<file path="src/rtl/cell_tile_pkg.sv">
// Shared autotile encoding: kind/rot constants, code field slices and raster FSM states.
// Also imported by the neighbourhood classifier so both ends agree on the code layout.
package cell_tile_pkg;

    localparam logic [1:0] TK_NONE  = 2'd0;
    localparam logic [1:0] TK_EDGE  = 2'd1;
    localparam logic [1:0] TK_OUTER = 2'd2;
    localparam logic [1:0] TK_INNER = 2'd3;

    localparam logic [1:0] ROT0 = 2'd0;
    localparam logic [1:0] ROT1 = 2'd1;
    localparam logic [1:0] ROT2 = 2'd2;
    localparam logic [1:0] ROT3 = 2'd3;

    localparam int KIND_LSB = 0;
    localparam int KIND_MSB = 1;
    localparam int ROT_LSB  = 2;
    localparam int ROT_MSB  = 3;

    typedef enum logic {
        IDLE = 1'b0,
        EMIT = 1'b1
    } state_t;

    function automatic logic [1:0] code_kind(input logic [3:0] code);
        return code[KIND_MSB:KIND_LSB];
    endfunction

    function automatic logic [1:0] code_rot(input logic [3:0] code);
        return code[ROT_MSB:ROT_LSB];
    endfunction

endpackage

</file>
<file path="src/rtl/cell_tile_row_mask.sv">
// Combinational region table: (autotile code, row index) -> TILE-bit row mask.
// Bit x of the mask is column x, column 0 leftmost.
module cell_tile_row_mask
    import cell_tile_pkg::*;
#(
    parameter int TILE  = 8,
    parameter int THICK = 2,
    parameter int RW    = $clog2(TILE)
) (
    input  logic [3:0]      code,
    input  logic [RW-1:0]   row,
    output logic [TILE-1:0] mask
);

    localparam logic [TILE-1:0] ONES   = '1;
    localparam logic [TILE-1:0] L_MASK = ONES >> (TILE - THICK);
    localparam logic [TILE-1:0] R_MASK = ONES << (TILE - THICK);
    localparam logic [RW-1:0]   T_LIM  = RW'(THICK);
    localparam logic [RW-1:0]   B_LIM  = RW'(TILE - THICK);

    logic [1:0]      kind;
    logic [1:0]      rot;
    logic            in_t;
    logic            in_b;
    logic [TILE-1:0] t_row;
    logic [TILE-1:0] b_row;

    assign kind  = code_kind(code);
    assign rot   = code_rot(code);
    assign in_t  = (row < T_LIM);
    assign in_b  = (row >= B_LIM);
    // Horizontal strips cover the whole row inside their band of rows.
    assign t_row = in_t ? ONES : '0;
    assign b_row = in_b ? ONES : '0;

    always_comb begin
        mask = '0;
        case (kind)
            TK_NONE: mask = '0;
            TK_EDGE: begin
                case (rot)
                    ROT0: mask = R_MASK;
                    ROT1: mask = t_row;
                    ROT2: mask = L_MASK;
                    ROT3: mask = b_row;
                endcase
            end
            TK_OUTER: begin
                case (rot)
                    ROT0: mask = t_row & R_MASK;
                    ROT1: mask = t_row & L_MASK;
                    ROT2: mask = b_row & L_MASK;
                    ROT3: mask = b_row & R_MASK;
                endcase
            end
            TK_INNER: begin
                case (rot)
                    ROT0: mask = L_MASK | b_row;
                    ROT1: mask = R_MASK | b_row;
                    ROT2: mask = R_MASK | t_row;
                    ROT3: mask = L_MASK | t_row;
                endcase
            end
        endcase
    end

endmodule

</file>
<file path="src/rtl/cell_tile_raster.sv">
// Autotile rasteriser: accepts 4-bit codes and streams TILE rows per code over valid/ready.
// Define TILE_PREFETCH_EN for a one-entry code buffer giving back-to-back tiles with no bubble.
module cell_tile_raster
    import cell_tile_pkg::*;
#(
    parameter int TILE  = 8,
    parameter int THICK = 2,
    parameter int RW    = $clog2(TILE)
) (
    input  logic            clk,
    input  logic            rst_n,
    input  logic [3:0]      in_code,
    input  logic            in_valid,
    output logic            in_ready,
    output logic [TILE-1:0] out_data,
    output logic [RW-1:0]   out_row,
    output logic            out_last,
    output logic            out_valid,
    input  logic            out_ready,
    output state_t          dbg_state
);

    // Handshake: a transfer happens on a rising edge where valid & ready are both high;
    // valid never waits on ready, and payload holds while valid & !ready.

    localparam logic [RW-1:0] LAST_ROW = RW'(TILE - 1);

    state_t          state, state_d;
    logic [RW-1:0]   row_q, row_d;
    logic [3:0]      code_q, code_d;
    logic [TILE-1:0] mask;
    logic            beat;
    logic            at_last;

`ifdef TILE_PREFETCH_EN
    logic       buf_full, buf_full_d;
    logic [3:0] buf_code, buf_code_d;
    logic       accept;
`endif

    assign out_valid = (state == EMIT);
    assign beat      = out_valid & out_ready;
    assign at_last   = (row_q == LAST_ROW);
    assign out_row   = row_q;
    assign out_last  = out_valid & at_last;
    assign out_data  = out_valid ? mask : '0;
    assign dbg_state = state;

    cell_tile_row_mask #(
        .TILE  (TILE),
        .THICK (THICK),
        .RW    (RW)
    ) u_mask (
        .code (code_q),
        .row  (row_q),
        .mask (mask)
    );

    always_comb begin
        state_d  = state;
        row_d    = row_q;
        code_d   = code_q;
        in_ready = 1'b0;
`ifdef TILE_PREFETCH_EN
        buf_full_d = buf_full;
        buf_code_d = buf_code;
        accept     = 1'b0;
`endif
        case (state)
            IDLE: begin
                in_ready = 1'b1;
                if (in_valid) begin
                    code_d  = in_code;
                    row_d   = '0;
                    state_d = EMIT;
                end
            end
            EMIT: begin
`ifdef TILE_PREFETCH_EN
                in_ready = !buf_full;
                accept   = in_valid & !buf_full;
                if (beat && at_last) begin
                    row_d = '0;
                    // Buffered code wins; an arriving code only bypasses when the buffer is empty.
                    if (buf_full) begin
                        code_d     = buf_code;
                        buf_full_d = 1'b0;
                    end else if (accept) begin
                        code_d = in_code;
                    end else begin
                        state_d = IDLE;
                    end
                end else begin
                    if (beat)
                        row_d = row_q + RW'(1);
                    if (accept) begin
                        buf_code_d = in_code;
                        buf_full_d = 1'b1;
                    end
                end
`else
                if (beat) begin
                    if (at_last) begin
                        row_d   = '0;
                        state_d = IDLE;
                    end else begin
                        row_d = row_q + RW'(1);
                    end
                end
`endif
            end
        endcase
    end

    always_ff @(posedge clk or negedge rst_n) begin
        if (!rst_n) begin
            state  <= IDLE;
            row_q  <= '0;
            code_q <= '0;
        end else begin
            state  <= state_d;
            row_q  <= row_d;
            code_q <= code_d;
        end
    end

`ifdef TILE_PREFETCH_EN
    always_ff @(posedge clk or negedge rst_n) begin
        if (!rst_n) begin
            buf_full <= 1'b0;
            buf_code <= '0;
        end else begin
            buf_full <= buf_full_d;
            buf_code <= buf_code_d;
        end
    end
`endif

endmodule
</file>
<file path="config.mk">
export PLATFORM = sky130hd
export DESIGN_NAME = cell_tile_raster
export DESIGN_NICKNAME = d
export VERILOG_FILES = /design/src/rtl/cell_tile_pkg.sv /design/src/rtl/cell_tile_row_mask.sv /design/src/rtl/cell_tile_raster.sv
export SDC_FILE = /design/constraint.sdc
export NUM_CORES = 1
export LEC_CHECK = 0
export CAP_MARGIN = 20
export CORE_MARGIN = 5
export CORE_UTILIZATION = 42
export CTS_CLUSTER_SIZE = 20
export DETAILED_ROUTE_END_ITERATION = 8
export MAX_ROUTING_LAYER = met4
export PLACE_DENSITY_LB_ADDON = 0.25
export SLEW_MARGIN = 20
export SYNTH_ARGS = -nofsm -noshare
export SYNTH_HDL_FRONTEND = slang
export SYNTH_SLANG_ARGS = --single-unit
</file>
<file path="constraint.sdc">
create_clock -name clk -period 4.8 [get_ports clk]
set_input_delay 0.96 -clock clk [delete_from_list [all_inputs] [get_ports clk]]
set_output_delay 0.96 -clock clk [all_outputs]
set_load 0.005 [all_outputs]
</file>
==> impl_results.md <==
- Run status: finished clean
- DR vias: 592
- DR iter-0 viols: 8
- Critical path class: flop to output pin
- Count of different cell masters after synthesis: 28
- Mapped Area: 648 um^2
- Syn Nets: 82
- Worst-Margin Slew: 0.458 ns
- Longest Clk Path Bufs: 2
- Max capacitance violation total: 0
- Max Freq: 319 MHz
- Asr flop ratio synth: 100%
- Worst path top cell family by delay: simple AND/OR/NAND/NOR gates
- H-Tree Depth: 1
- Routing usage on met3: 3.98%
- Crit path buf inv count: 1
- Worst skew pair latency: 0.24 ns
- Via density: 5.69
- Final Hold Viols: 0
- Resize count post-CTS: 0
- Pin count of the biggest net entering global routing: 16
- Flops & latches, synth: 8
- Die width: 49.3 um
- Via count of the first global-routing pass: 575
- Setup Viol. Count Final: 0
- Sink Count: 8
- Routed len/inst: 14.1 um
- Met1 usage: 17.0%
- Slowest cell on crit path: or4b_1
- CP cell instances: or4b_1 > a21oi_1 > a311oi_1 > o22ai_1 > clkdlybuf4s50_1
- Unrepaired setup endpoints after global routing: false
- Required time worst endpoint: 3.84 ns
- Initial Util: 43.5%
- IO buf count: 22
- CTS buffer count: 3
- Synth area leaders: dfrtp_1 (31%), buf_4 (6.9%), a21oi_1 (6.2%), buf_6 (5.2%), mux2_1 (5.2%)
- Startpoint types: flop
- Crit Path Max Fanout: 10
- Post-synth EDFFs: 0
- DP HPWL: 1.14 mm
- Post-DRT Antenna Nets: 0
- Global route overflow: 0
- Pwr/cell area: 693 nW/um^2
- Sequential cell area fraction in the yosys report: 30.9%
- Leakage: 0.335 nW
- Final wirelength: 1.47 mm
- Top Usage Layer GRT: met2
- Area leader, netlist: dfrtp_1
- First-pass detailed-route iteration total: 4
- Overall Power: 577 uW
- Die Span Y: 49.3 um
- Setup Fix Bufs, Post-CTS: 0
- Total track usage: 13.1%
- Row count: 14
- Slew headroom: 69.5%
- Prevailing post-synth register cell: dfrtp_1
- Avg Cell Area, Syn: 9.00 um^2
- Worst Skew: 0.00187 ns
- Total core area: 1490 um^2
- Clock root cell: clkbuf_4
- Initial antenna violation count: 0
- Syn Inst Count: 72
- Synth cell count leaders: a21oi_1 (8), dfrtp_1 (8), buf_4 (6), nand2_1 (6), nor2_1 (6)
- Synth Warn #: 0
- CP peak stage delay: 0.54 ns
- First-pass GRT wire length: 2.56 mm
- Smallest hold slack: 0.568 ns
- Slew Viols, Final: 0
- Final setup TNS: 0 ns
- Top-area cell type share of the netlist area: 30.9%
- GP Congestion: 0.833
- Ant diodes: 0
- # hold bufs at CTS: 0
- Clock-pin slew on the worst setup and hold paths: 0.05 ns
- HP Class: flop to flop
- CTS tree: yes
- Final period util: 65.3%
- Die ar.: 2430 um^2
- DRC viols: 0
- Routing usage on met2: 20.0%
- Worst vdd ir: 319 uV
- Share of cells above drive strength 1: 9.09%
- Io pins: 23
- Final Net Count: 100
- Worst path arrival time: 2.17 ns
- Synth-to-Final Area Change: 28.4%
- Setup crit end kind: output pin
- Min Tclk post-route: 3.13 ns
layout make-up:
class	count	area (um^2)
timing repair buffer	22	220
sequential	8	200
inverter	2	7.51
multi-input combinational	53	362
clock buffer	3	22.5
fill	132	657
tap	16	20.0
logic make-up (layout without fill, tap and decap cells):
logic type | Yosys count | after routing | synth area share, %
AND/OR/NAND/NOR | 22 | 22 | 18.0
flip-flops | 8 | 8 | 30.9
buffers and inverters | 11 | 27 | 13.3
adder cells (fa/ha/maj) | 2 | 2 | 3.86
multiplexers | 8 | 8 | 13.3
AO/OA/AOI/OAI | 21 | 21 | 20.7
metal layers:
metal  vias to the layer above  share of wire, %
met5                         -                 0
met2                        22                50
met1                       276                44
met4                         0              0.27
met3                         2               5.2
li1                        292                 -
worst register-to-register path: cells and delay by family (launching register included):
| kind | cells | cell delay [ns] |
|---|---|---|
| DFF | 1 | 0.48 |
| muxes | 1 | 0.37 |
| and+or+nand+nor | 1 | 0.37 |
power breakdown:
part	internal, mW	leakage, nW	total (mW)	switching [mW]
Sequential	0.0990	0.0940	0.175	0.0761
Clock	0.0285	0.0138	0.0490	0.0205
Combinational	0.220	0.227	0.353	0.133
Total	0.348	0.335	0.577	0.229
final timing paths:
kind,start,endpoint,slack (ns),cells past startpoint
setup / recovery,out_row[2],out_data[0],1.67,5
min in group asynchronous,rst_n,code_q[1],1.00,1
setup reg to reg,dbg_state,code_q[0],3.46,2
max in group asynchronous,rst_n,out_row[0],3.53,1
hold / removal,out_row[0],out_row[0],0.57,1
hold reg to reg,out_row[0],out_row[0],0.57,1
state kept, by name (all words and copies together) (netlist names):
name and count:
out_row 3, code_q 4, dbg_state 1
metrics by stage:
stage,setup slack (ns),util [%],instances,cell area [um^2]
2_1_floorplan,2.35,-,72,648
3_3_place_gp,1.96,54.4,101,810
3_5_place_dp,1.91,54.4,101,810
4_1_cts,1.65,55.9,104,832
5_1_grt,1.47,55.9,104,832
6_report,1.67,55.9,104,832
layout by cell type (no fill, tap or decap), types with 2 or more instances in the layout:
cell type        synthesis  final
mux2i_1                  3      3
dfrtp_1                  8      8
clkdlybuf4s50_1          0     22
nand2_1                  6      6
nor2_1                   6      6
o22ai_1                  5      5
ha_1                     2      2
o21bai_1                 2      2
mux2_2                   2      2
a21oi_1                  8      8
clkbuf_4                 0      3
nor2b_1                  3      3
mux2_1                   3      3
Power figures use the tool's default switching activity.
